$ cat config.mk
export PLATFORM = sky130hd
export DESIGN_NAME = sm83_timer
export DESIGN_NICKNAME = d
export VERILOG_FILES = /design/src/rtl/sm83_pkg.sv /design/src/rtl/sm83_fall_det.sv /design/src/rtl/sm83_timer.sv
export SDC_FILE = /design/constraint.sdc
export NUM_CORES = 1
export LEC_CHECK = 0
export ABC_CLOCK_PERIOD_IN_PS = 6910
export CAP_MARGIN = 10
export CELL_PAD_IN_SITES_DETAIL_PLACEMENT = 1
export CELL_PAD_IN_SITES_GLOBAL_PLACEMENT = 2
export CORE_MARGIN = 2
export CORE_UTILIZATION = 35
export DETAILED_ROUTE_END_ITERATION = 7
export GPL_TIMING_DRIVEN = 0
export PLACE_DENSITY_LB_ADDON = 0.1
export SLEW_MARGIN = 0
export SYNTH_ARGS = -nofsm -noshare
export SYNTH_HDL_FRONTEND = slang
export SYNTH_HIERARCHICAL = 1
export SYNTH_SLANG_ARGS = --single-unit
$ cat constraint.sdc
create_clock -name clk -period 6.91 [get_ports clk]
set_clock_uncertainty 0.05 [all_clocks]
set_input_delay 0.691 -clock clk [delete_from_list [all_inputs] [get_ports clk]]
set_output_delay 0.691 -clock clk [all_outputs]
set_load 0.01 [all_outputs]
$ cat src/rtl/sm83_pkg.sv
// Shared types and constants for the SM83 peripheral blocks.
package sm83_pkg;

  typedef logic [15:0] addr_t;
  typedef logic [7:0]  data_t;

  typedef enum logic [1:0] {
    TMR_DIV,
    TMR_TIMA,
    TMR_TMA,
    TMR_TAC
  } tmr_reg_sel_t;

  typedef struct packed {
    logic [4:0] pad;
    logic       en;
    logic [1:0] clk_sel;
  } tac_t;

  typedef enum logic [1:0] {
    TMR_RUN,
    TMR_OVF,
    TMR_RELOAD
  } tmr_state_t;

  localparam int unsigned TIMA_BIT_SEL0 = 9;
  localparam int unsigned TIMA_BIT_SEL1 = 3;
  localparam int unsigned TIMA_BIT_SEL2 = 5;
  localparam int unsigned TIMA_BIT_SEL3 = 7;

  // Stored pad bits are always zero, so OR-ing reproduces the open-bus ones.
  function automatic data_t tac_read(input tac_t t);
    return data_t'(t) | 8'hF8;
  endfunction

endpackage

$ cat src/rtl/sm83_fall_det.sv
// Registered falling-edge detector: fall is high while sig is low after a high sample.
module sm83_fall_det (
  input  logic clk,
  input  logic rst,
  input  logic sig,
  output logic fall
);

  logic prev_q, prev_d;

  always_comb begin
    prev_d = sig;
  end

  always_ff @(posedge clk) begin
    if (rst) prev_q <= 1'b0;
    else     prev_q <= prev_d;
  end

  assign fall = prev_q & ~sig;

endmodule

$ cat src/rtl/sm83_timer.sv
// DIV/TIMA/TMA/TAC timer responder with delayed TMA reload and APU frame tick.
module sm83_timer
  import sm83_pkg::*;
#(
  parameter logic [15:0] BASE_ADDR = 16'hFF04,
  parameter int unsigned CNT_W     = 16,
  parameter int unsigned OVF_DELAY = 4,
  parameter int unsigned APU_BIT   = 12
) (
  input  logic        clk,
  input  logic        rst,
  input  logic        tick,
  input  logic [15:0] addr,
  input  logic [7:0]  wdata,
  input  logic        wr,
  input  logic        rd,
  output logic [7:0]  rdata,
  output logic        hit,
  output logic        irq_timer,
  output logic        apu_tick
);

  localparam int unsigned DLY_W = $clog2(OVF_DELAY + 1);

  logic [CNT_W-1:0] cnt_q, cnt_d;
  data_t            tima_q, tima_d;
  data_t            tma_q, tma_d;
  data_t            rdata_q, rdata_d;
  tac_t             tac_q, tac_d;
  tmr_state_t       state_q, state_d;
  logic [DLY_W-1:0] delay_q, delay_d;

  logic [15:0]  off;
  tmr_reg_sel_t sel;
  logic         div_wr, tima_wr, tma_wr, tac_wr;
  logic         inc_sig, inc_fall, apu_sig;

  always_comb begin
    off     = addr - BASE_ADDR;
    hit     = (off[15:2] == '0);
    sel     = tmr_reg_sel_t'(off[1:0]);
    div_wr  = wr & hit & (sel == TMR_DIV);
    tima_wr = wr & hit & (sel == TMR_TIMA);
    tma_wr  = wr & hit & (sel == TMR_TMA);
    tac_wr  = wr & hit & (sel == TMR_TAC);
    apu_sig = cnt_q[APU_BIT];
    case (tac_q.clk_sel)
      2'b00:   inc_sig = cnt_q[TIMA_BIT_SEL0];
      2'b01:   inc_sig = cnt_q[TIMA_BIT_SEL1];
      2'b10:   inc_sig = cnt_q[TIMA_BIT_SEL2];
      default: inc_sig = cnt_q[TIMA_BIT_SEL3];
    endcase
    inc_sig = inc_sig & tac_q.en;
  end

  sm83_fall_det u_inc_fall (
    .clk  (clk),
    .rst  (rst),
    .sig  (inc_sig),
    .fall (inc_fall)
  );

  sm83_fall_det u_apu_fall (
    .clk  (clk),
    .rst  (rst),
    .sig  (apu_sig),
    .fall (apu_tick)
  );

  always_comb begin
    cnt_d   = cnt_q;
    tima_d  = tima_q;
    tma_d   = tma_q;
    tac_d   = tac_q;
    rdata_d = rdata_q;
    state_d = state_q;
    delay_d = delay_q;

    if (div_wr)    cnt_d = '0;
    else if (tick) cnt_d = cnt_q + 1'b1;

    if (tma_wr) tma_d = wdata;
    if (tac_wr) begin
      tac_d         = '0;
      tac_d.en      = wdata[2];
      tac_d.clk_sel = wdata[1:0];
    end

    if (rd && hit) begin
      case (sel)
        TMR_DIV:  rdata_d = cnt_q[CNT_W-1 -: 8];
        TMR_TIMA: rdata_d = tima_q;
        TMR_TMA:  rdata_d = tma_q;
        default:  rdata_d = tac_read(tac_q);
      endcase
    end

    case (state_q)
      TMR_RUN: begin
        if (tima_wr) begin
          tima_d = wdata;
        end else if (inc_fall) begin
          if (tima_q == 8'hFF) begin
            tima_d  = '0;
            state_d = TMR_OVF;
            delay_d = DLY_W'(OVF_DELAY);
          end else begin
            tima_d = tima_q + 8'd1;
          end
        end
      end
      TMR_OVF: begin
        if (tima_wr) begin
          tima_d  = wdata;
          state_d = TMR_RUN;
        end else begin
          if (inc_fall) tima_d = tima_q + 8'd1;
          if (tick) begin
            if (delay_q == DLY_W'(1)) state_d = TMR_RELOAD;
            else                      delay_d = delay_q - 1'b1;
          end
        end
      end
      TMR_RELOAD: begin
        // A TMA write in this cycle feeds straight through to TIMA.
        tima_d  = tma_wr ? wdata : tma_q;
        state_d = TMR_RUN;
      end
      default: state_d = TMR_RUN;
    endcase
  end

  always_ff @(posedge clk) begin
    if (rst) begin
      cnt_q   <= '0;
      tima_q  <= '0;
      tma_q   <= '0;
      tac_q   <= '0;
      rdata_q <= '0;
      state_q <= TMR_RUN;
      delay_q <= '0;
    end else begin
      cnt_q   <= cnt_d;
      tima_q  <= tima_d;
      tma_q   <= tma_d;
      tac_q   <= tac_d;
      rdata_q <= rdata_d;
      state_q <= state_d;
      delay_q <= delay_d;
    end
  end

  assign rdata     = rdata_q;
  assign irq_timer = (state_q == TMR_RELOAD);

endmodule

-- Yosys cells after proc, flatten, opt, wreduce, memory -nomap -nowiden
Cells that the tools add are included.
- bits in writable memories: 0
- register bits: 50
- word-level logic and storage cells: 77
- latch bits: 0
- bits in read-only memories: 0
- input port bits: 29
- memories: 0
- output and inout bits: 11
- multipliers: 0
- eq/ne operators: 19
- magnitude comparators: 0
- mux-type cells: 23
- shift-type cells: 0
- div/mod/pow operators: 0
- add/sub/neg operators: 4
- reduce and logical (&&, ||, !) cells: 11
- bitwise gates (word level): 10
- operator list (kind ; number):
    $mux 8 ; 6
    $pmux 8 s3 ; 2
    $mux 3 ; 6
    $add 16x1->16 const B ; 1
    $sub 16x16->16 const B ; 1
    $logic_not 14->1 ; 1
    $mux 2 ; 6
    $ne 2x2->1 const B ; 6
    $ne 3x3->1 const B ; 4
    $add 8x1->8 const B ; 1
    $and 1x1->1 ; 8
    $eq 2x2->1 const B ; 4
    $eq 8x8->1 const B ; 1
    $reduce_and 7->1 ; 1
    $eq 2x1->1 const B ; 3
    $logic_not 2->1 ; 3
    $pmux 3 s2 ; 1
    $reduce_and 5->1 ; 1
    $pmux 2 s2 ; 1
    $eq 3x1->1 const B ; 1
    $pmux 1 s3 ; 1
    $reduce_and 3->1 ; 1
    $reduce_bool 3->1 ; 1
    $sub 3x1->3 const B ; 1
    other kinds (4) ; 5

-- Longest topological paths before layout
Gate-level depths: netlist of run 1.
- depth in word-level cells: 8
- gate-level depth with buffers: 9
- gate-level depth less buffers: 9

-- Modules after synthesis
Netlist of run 1, hierarchy kept.
- by module, submodules not included (module ; cells each ; area an instance (um^2) ; seq. area each (um^2) ; instances):
    sm83_timer ; 319 ; 2741.4 ; 960.9 ; 1
    sm83_fall_det ; 3 ; 35.0 ; 20.0 ; 2

-- Worst setup path after synthesis of run 1
OpenSTA, ideal clock, no wires.
- path type: input to register
- start: input port addr[4]
- end: register tima_q[2]
- stages on the path: 6
- arrival time: 2.863 ns
- required time: 6.738 ns
- library setup time: 0.122 ns
- path buffers: 0
- path slack: 3.875 ns
- cell sequence: or4_4 a2111o_1 nor4_4 mux2_2 a211oi_1 a21oi_1
- longest elaborated chain between the ends: 6
- elaborated cells on any way between the ends: 12
- classes of those cells: add/sub: 1; eq/ne: 2; mux: 4; bitwise: 3; reduce/logical: 2
- ends and longest elaborated chain (what ; RTL line ; RTL):
    from (decl) ; sm83_timer.sv:13 ; input logic [15:0] addr,
    $sub 16x16->16 * ; sm83_timer.sv:39 ; off = addr - BASE_ADDR;
    $logic_not 14->1 * ; sm83_timer.sv:40 ; hit = (off[15:2] == '0);
    $and 1x1->1 * ; sm83_timer.sv:43, sm83_timer.sv:44 ;
    $and 1x1->1 (on tied branches) ; sm83_timer.sv:43, sm83_timer.sv:44 ;
    $ne 3x3->1 (no line) (tied with other cells) ; -- ;
    $reduce_and 3->1 (no line) / $pmux 8 s3 (equally long branches) ; -- ;
    to (signal assigned) ; sm83_timer.sv:144 ; tima_q <= tima_d;
    to (decl) ; sm83_timer.sv:26 ; data_t tima_q, tima_d;
Mark *: on every way between the ends. The rest lies on a longest branch, timed or not.
A chain may end at the register's enable or synchronous reset.

-- Worst setup path in the final report of run 1
- start: input port addr[4]
- end: output port hit
- longest elaborated chain between the ends: 2
- ends and longest elaborated chain (what ; RTL line ; RTL):
    $sub 16x16->16 ; sm83_timer.sv:39 ;
    $logic_not 14->1 ; sm83_timer.sv:40 ;
    to (decl) ; sm83_timer.sv:18 ; output logic hit,
No other way between the ends.

==> impl_table.tex, run 1 <==
\begin{tabular}{lr}
\hline
Metric & Value \\
\hline
\multicolumn{2}{l}{\textbf{Status}} \\
\quad Run status & finished clean \\
\multicolumn{2}{l}{\textbf{Logic synthesis}} \\
\quad Mean Syn Cell Area & between 8 and 9 um2 \\
\quad Sequential-to-total area share from yosys stat & 0.3560 \\
\quad Most instantiated flip-flop cell in the synthesis netlist & sky130\_fd\_sc\_hd\_\_dfxtp\_1 \\
\quad Synth unique cells & 47 \\
\quad Number of standard cells after synthesis & $\sim$330 \\
\quad Async set-reset flop share out of synthesis & 0 \\
\quad Number of warnings issued by yosys & 6 \\
\quad Mapped Nets & between 300 and 400 \\
\quad Number of enable-type register cells in the synthesized netlist & 0 \\
\quad Yosys reg bits & 50 \\
\quad Area of the mapped netlist & around 2800 um2 \\
\multicolumn{2}{l}{\textbf{Floorplan}} \\
\quad I/O pin cnt & 40 \\
\quad Die Wd & 93.63 um \\
\quad Die Footprint & 8766 um2 \\
\quad Area of the core & around 8000 um2 \\
\quad Number of core rows & 32 \\
\quad Vertical extent of the die & 93.63 um \\
\quad Starting Density & 0.3620 \\
\multicolumn{2}{l}{\textbf{Global routing}} \\
\quad Global route total overflow & 0 \\
\quad Maximum number of pins on one net before global-route repair & 19 \\
\quad Vias in the first global route & roughly 2.5k \\
\quad Initial antenna violation count & 0 \\
\quad All-layer global routing usage & 0.1853 \\
\quad Wire length of the first global-routing pass & about 13 mm \\
\multicolumn{2}{l}{\textbf{Timing}} \\
\quad Min Tclk post-route & about 4 ns \\
\quad Transition time at the pin with the least slew margin & $\sim$0.68 ns \\
\quad Worst relative slew slack & 0.5405 \\
\quad Setup tns final & 0 ns \\
\quad Post-route fraction of the period consumed by the critical path & 0.5672 \\
\quad Final setup viols & 0 \\
\quad Endpoints failing hold & 0 \\
\quad Final worst setup slack & $\sim$3.0 ns \\
\quad Fin. max-slew vios & 0 \\
\quad FMAX & between 200 and 300 MHz \\
\quad Worst hold margin & between 0.4 and 0.5 ns \\
\quad RSZ-0062 raised after global routing & no \\
\multicolumn{2}{l}{\textbf{CTS}} \\
\quad Worst-skew pair later-pin latency & $\sim$0.32 ns \\
\quad Count of instances resized after the clock tree is built & 0 \\
\quad CTS sink count & 50 \\
\quad Post-CTS setup buffers & 0 \\
\quad Total clock buffers created by CTS & 5 \\
\quad Clk slew on worst S/H paths & about 0.090 ns \\
\quad Clock H-tree levels & 2 \\
\quad CTS tree & built \\
\quad Clock root buffer & sky130\_fd\_sc\_hd\_\_clkbuf\_8 \\
\quad Number of buffers added to fix hold violations after cts & 0 \\
\quad Max Buffers Root-to-Sink & 2 \\
\multicolumn{2}{l}{\textbf{Setup path}} \\
\quad Data arrival at the endpoint of the critical path & 3.18 ns \\
\quad Kind of start point of the critical path & input pin \\
\quad Largest fanout on the critical path & 5 \\
\quad Worst Path Class, Setup & in2out \\
\quad Worst Path Required & approximately 6.2 ns \\
\quad Crit. End Element & primary output \\
\multicolumn{2}{l}{\textbf{Drt}} \\
\quad Vias per Instance & $\sim$5.2 \\
\quad Number of design rule violations left after detail routing & 0 \\
\quad Via Count & roughly 2.5k \\
\quad Iteration count of the initial detailed-routing pass & 4 \\
\quad Mean routed wirelength per cell & 16.05 um \\
\quad Drt initial violations & 60 \\
\quad Routed Wire Length & 7.542 mm \\
\quad Antenna viol nets, final & 0 \\
\multicolumn{2}{l}{\textbf{Placement}} \\
\quad Number of port buffers & 35 \\
\quad Setup Slack @ Placement & 2.954 ns \\
\quad Half-perimeter wire length after detailed placement & roughly 5.8 mm \\
\quad Weighted congestion at the end of routability-driven global placement & just under 0.8 \\
\quad Instance area at placement & 3289 um2 \\
\multicolumn{2}{l}{\textbf{Pwr}} \\
\quad Sw Pwr & $\sim$140 uW \\
\quad Peak supply drop & a little under 0.00008 V \\
\quad Clock network power share & 0.362 \\
\quad Power per cell area & 155.0 nW/um2 \\
\quad Combinational group share of total power & 0.086 \\
\quad Cell-internal power & between 300 and 400 uW \\
\quad Static Leakage & 1.181 nW \\
\quad Flop pwr share & 0.553 \\
\quad Switching power as a share of total power & 0.2654 \\
\multicolumn{2}{l}{\textbf{Finish}} \\
\quad Count of fill cells added during filler insertion & about 950 \\
\quad Most frequent standard cell in the layout excluding fill and tap cells & sky130\_fd\_sc\_hd\_\_dfxtp\_1 \\
\quad Post-layout nets & between 400 and 500 \\
\quad Leading cell types in the layout, fill and taps excluded & sky130\_fd\_sc\_hd\_\_dfxtp\_1 (50), sky130\_fd\_sc\_hd\_\_nand2\_1 (37), sky130\_fd\_sc\_hd\_\_clkdlybuf4s50\_1 (35) \\
\quad Fin area & $\sim$3400 um2 \\
\quad Share of cells above drive strength 1 & 0.1005 \\
\quad Post-route core utilization & 0.4361 \\
\quad Syn-to-layout area delta & 20.47\% \\
\quad Number of antenna cells inserted & 0 \\
\multicolumn{2}{l}{\textbf{Flow run}} \\
\quad Max-cap violations & 0 \\
\multicolumn{2}{l}{\textbf{Min path}} \\
\quad Hold WC Path Type & reg2reg \\
\hline
\end{tabular}
[kinds of logic (layout without fill, tap and decap cells)]
group,Yosys count,count (layout),share of synthesized area
compound gates,66,66,0.1513
xor+xnor,20,20,0.06231
fa+ha+maj,7,7,0.03115
buf+inv,25,68,0.03961
flops,50,50,0.3560
mux,24,24,0.1081
simple gates,133,133,0.2514
[flip-flops by register name (all words and copies together), names as in the netlist]
name and flops:
u_apu_fall/prev_q 1, tima_q 8, tac_q 3, rdata 8
delay_q 3, tma_q 8, u_inc_fall/prev_q 1, cnt_q 16
state_q 2
[power by group through the flow]
stage	sequential, mW	clock, mW	combinational, mW
after global placement	0.297	0	0.0446
after floorplan	0.297	0	0.0214
final	0.290	0.190	0.0450
after CTS	0.290	0.197	0.0458
after detailed placement	0.297	0	0.0457
after global routing	0.291	0.209	0.0494
[final cells by class]
type	instances	area, um2	share of cell area
Multi-Input combinational cell	250	1699	0.5017
Sequential cell	50	1001	0.2955
Timing Repair Buffer	35	350.3	0.1034
Tap cell	102	127.6	0.03768
Buffer	15	73.82	0.02180
Clock buffer	5	68.82	0.02032
Inverter	10	37.54	0.01108
Clock inverter	3	28.78	0.008496
[per-stage QoR]
| stage | power [mW] | std cells |
|---|---|---|
| floorplan | 0.3181 | 325 |
| global placement | 0.3415 | 462 |
| detailed placement | 0.3426 | 462 |
| CTS | 0.5328 | 470 |
| global route | 0.5486 | 470 |
| finish | 0.5252 | 470 |
[per-layer routing]
metal,up-vias,GRT usage,wire (um)
li1,1237,-,-
met1,1174,0.2549,3736
met2,34,0.3022,3481
met3,7,0.03223,247
met4,0,0.04589,77
met5,-,0,0
[cell usage after synthesis, drive strengths merged, types with 9 or more instances]
library cell	n	area (um2)
a21oi	21	105.1
and2	13	81.33
clkbuf	9	33.78
dfxtp	50	1001
inv	10	37.54
mux2i	12	123.9
nand2	38	145.1
nand3	15	75.07
nor2	29	108.9
o21ai	21	105.1
xor2	13	113.9
[final timing paths]
kind	slack, ns	end	depth (start not counted)	from
hold / removal	0.41	rdata[1]$_SDFFE_PP0P_	2	rdata[1]$_SDFFE_PP0P_
setup reg to reg	4.25	delay_q[1]$_SDFFE_PP0P_	9	tac_q[1]$_SDFFE_PP0P_
hold reg to reg	0.41	rdata[1]$_SDFFE_PP0P_	2	rdata[1]$_SDFFE_PP0P_
setup / recovery	2.99	hit	6	addr[4]
[worst max-delay path, cell delays in order]
cell and delay, ns:
sky130_fd_sc_hd__clkdlybuf4s50_1 0.41, sky130_fd_sc_hd__or4_4 0.56, sky130_fd_sc_hd__o31ai_4 0.31, sky130_fd_sc_hd__mux2i_2 0.56
sky130_fd_sc_hd__nor4_1 0.14, sky130_fd_sc_hd__clkdlybuf4s50_1 0.51
(Power assumes the default switching activity.)
==> run 2, diff against run 1 <==
Settings changed: ABC_CLOCK_PERIOD_IN_PS 6910 to 3310, CORE_UTILIZATION 35 to 30.
Clock period 6.91 ns to 3.31 ns, I/O delays scaled along.
==> run 2 against run 1 <==
Net effect:
- first-iteration DRC count grew 25%
- global-route usage shrank 2.5 points
- core utilization shrank 6.5 points
- largest power group unchanged
==> impl_table.tex, run 2 (same netlist as run 1, synthesis figures left out) <==
\begin{tabular}{lr}
\hline
Metric & Value \\
\hline
\multicolumn{2}{l}{\textbf{Finish}} \\
\quad Share of cells above drive strength 1 & 0.1005 \\
\quad Leading cell types in the layout, fill and taps excluded & sky130\_fd\_sc\_hd\_\_dfxtp\_1 (50), sky130\_fd\_sc\_hd\_\_nand2\_1 (37), sky130\_fd\_sc\_hd\_\_clkdlybuf4s50\_1 (35) \\
\quad Number of antenna cells inserted & 0 \\
\quad Syn-to-layout area delta & 20.74\% \\
\quad Max FFs per register & 16 \\
\quad Post-layout nets & about 400 \\
\quad Fin area & about 3400 um2 \\
\quad Register name with the most flops & cnt\_q \\
\quad Most frequent standard cell in the layout excluding fill and tap cells & sky130\_fd\_sc\_hd\_\_dfxtp\_1 \\
\multicolumn{2}{l}{\textbf{Drt}} \\
\quad Via Count & 2,418 \\
\quad Iteration count of the initial detailed-routing pass & 4 \\
\quad Mean routed wirelength per cell & 15.98 um \\
\quad Number of design rule violations left after detail routing & 0 \\
\quad Drt initial violations & 75 \\
\quad Antenna viol nets, final & 0 \\
\quad Routed Wire Length & roughly 7.7 mm \\
\quad Vias per Instance & a little over 5 \\
\multicolumn{2}{l}{\textbf{CTS}} \\
\quad Total clock buffers created by CTS & 5 \\
\quad Post-CTS setup buffers & 0 \\
\quad Clock H-tree levels & 2 \\
\quad Max Buffers Root-to-Sink & 2 \\
\quad Clock root buffer & sky130\_fd\_sc\_hd\_\_clkbuf\_8 \\
\quad Clk slew on worst S/H paths & approximately 0.10 ns \\
\quad Count of instances resized after the clock tree is built & 0 \\
\quad Worst-skew pair later-pin latency & approximately 0.32 ns \\
\quad Number of buffers added to fix hold violations after cts & 0 \\
\quad CTS tree & built \\
\quad CTS sink count & 50 \\
\multicolumn{2}{l}{\textbf{Timing}} \\
\quad Endpoints failing hold & 0 \\
\quad FMAX & 312.9 MHz \\
\quad Worst relative slew slack & 0.5308 \\
\quad Fin. max-slew vios & 0 \\
\quad RSZ-0062 raised after global routing & no \\
\quad Worst hold margin & between 0.3 and 0.4 ns \\
\quad Final worst setup slack & around 0.11 ns \\
\quad Min Tclk post-route & approximately 3.2 ns \\
\quad Post-route fraction of the period consumed by the critical path & 0.9656 \\
\quad Transition time at the pin with the least slew margin & approximately 0.70 ns \\
\quad Setup tns final & 0 ns \\
\quad Final setup viols & 0 \\
\multicolumn{2}{l}{\textbf{Pwr}} \\
\quad Peak supply drop & 0.0001512 V \\
\quad Power per cell area & between 300 and 400 nW/um2 \\
\quad Static Leakage & between 1 and 1.5 nW \\
\multicolumn{2}{l}{\textbf{Global routing}} \\
\quad Global route total overflow & 0 \\
\quad Wire length of the first global-routing pass & 12.65 mm \\
\quad Maximum number of pins on one net before global-route repair & 18 \\
\quad Vias in the first global route & about 2.5k \\
\quad Initial antenna violation count & 0 \\
\quad All-layer global routing usage & 0.1600 \\
\multicolumn{2}{l}{\textbf{Floorplan}} \\
\quad Vertical extent of the die & 100.8 um \\
\quad Die Wd & $\sim$100 um \\
\quad Area of the core & roughly 9200 um2 \\
\quad I/O pin cnt & 40 \\
\quad Number of core rows & 35 \\
\quad Starting Density & 0.3072 \\
\quad Die Footprint & around 10,000 um2 \\
\multicolumn{2}{l}{\textbf{Placement}} \\
\quad Setup Slack @ Placement & -0.1660 ns \\
\quad Number of port buffers & 35 \\
\quad Instance area at placement & 3301 um2 \\
\quad Weighted congestion at the end of routability-driven global placement & $\sim$0.75 \\
\quad Half-perimeter wire length after detailed placement & 5.821 mm \\
\multicolumn{2}{l}{\textbf{Setup path}} \\
\quad Kind of cell with the highest combined delay on the critical path & buffers and inverters \\
\quad Beginning of the worst register-to-register path & tac\_q[1]\$\_SDFFE\_PP0P\_ \\
\quad Kind of start point of the critical path & input pin \\
\quad Worst stage delay on the critical path & about 0.57 ns \\
\quad Data arrival at the endpoint of the critical path & $\sim$2.8 ns \\
\quad Standard cell with the maximum stage delay on the critical path & sky130\_fd\_sc\_hd\_\_mux2i\_2 \\
\quad Worst setup path startpoint & addr[4] \\
\quad Worst Path Required & 2.93 ns \\
\quad WP buf/inv & 2 \\
\quad Largest fanout on the critical path & 5 \\
\quad Sequence of cells on the critical path & clkdlybuf4s50\_1 -> or4\_4 -> o31ai\_4 -> mux2i\_2 -> nor4\_1 -> clkdlybuf4s50\_1 \\
\quad Worst Path Class, Setup & in2out \\
\quad Crit. End Element & primary output \\
\quad Most common cell type on the critical path & sky130\_fd\_sc\_hd\_\_clkdlybuf4s50\_1 \\
\multicolumn{2}{l}{\textbf{Status}} \\
\quad Run status & finished clean \\
\multicolumn{2}{l}{\textbf{Min path}} \\
\quad Hold WC Path Type & in2reg \\
\quad Hold Path Origin & rd \\
\multicolumn{2}{l}{\textbf{Flow run}} \\
\quad Max-cap violations & 0 \\
\hline
\end{tabular}
==> run 2: changes by cell type in the layout (fill, tap and decap cells not counted) <==
cell | previous run | this run
sky130_fd_sc_hd__clkinv_4 | 2 | 1
sky130_fd_sc_hd__clkinvlp_4 | 0 | 1
sky130_fd_sc_hd__inv_6 | 0 | 1
sky130_fd_sc_hd__inv_8 | 1 | 0
==> run 2: path summary, 6_finish.rpt <==
path                             endpoint  slack, ns  cells past startpoint
setup / recovery                      hit       0.11                      6
hold / removal      rdata[4]$_SDFFE_PP0P_       0.37                      3
setup reg to reg  delay_q[1]$_SDFFE_PP0P_       0.66                      9
hold reg to reg     rdata[1]$_SDFFE_PP0P_       0.41                      2
==> run 2: area by class of cell <==
| cell class | instances | area [um2] |
|---|---|---|
| buffer | 15 | 73.82 |
| multi-input combinational | 250 | 1699 |
| clock buffer | 5 | 68.82 |
| inverter | 10 | 37.54 |
| fill | 1089 | 5758 |
| clock inverter | 3 | 25.02 |
| sequential | 50 | 1001 |
| timing repair buffer | 35 | 350.3 |
| tap | 111 | 138.9 |
==> run 2: per-layer routing <==
layer	vias to the layer above	part of all wire	track usage
met5	-	0	0
met4	0	0.0098	0.03477
met3	8	0.023	0.02774
met2	26	0.44	0.2513
met1	1151	0.52	0.2293
li1	1233	-	-
==> run 2: power breakdown <==
part	total, mW	internal, mW	switching, mW
combinational	0.0947	0.0443	0.0504
sequential	0.606	0.604	0.00222
clock	0.390	0.153	0.237
total	1.09	0.801	0.290
==> run 2: tightest hold or removal path: stages <==
cell                       delay [ns]
sky130_fd_sc_hd__clkbuf_1        0.18
sky130_fd_sc_hd__nand3_1         0.11
sky130_fd_sc_hd__a21oi_1         0.06
==> run 2: metrics by stage <==
step,std cells,util,power (mW)
5_1_grt,479,0.3709,1.138
3_3_place_gp,471,0.3606,0.7139
4_1_cts,479,0.3709,1.112
3_5_place_dp,471,0.3606,0.7154
6_report,479,0.3709,1.091
2_1_floorplan,325,-,0.6641
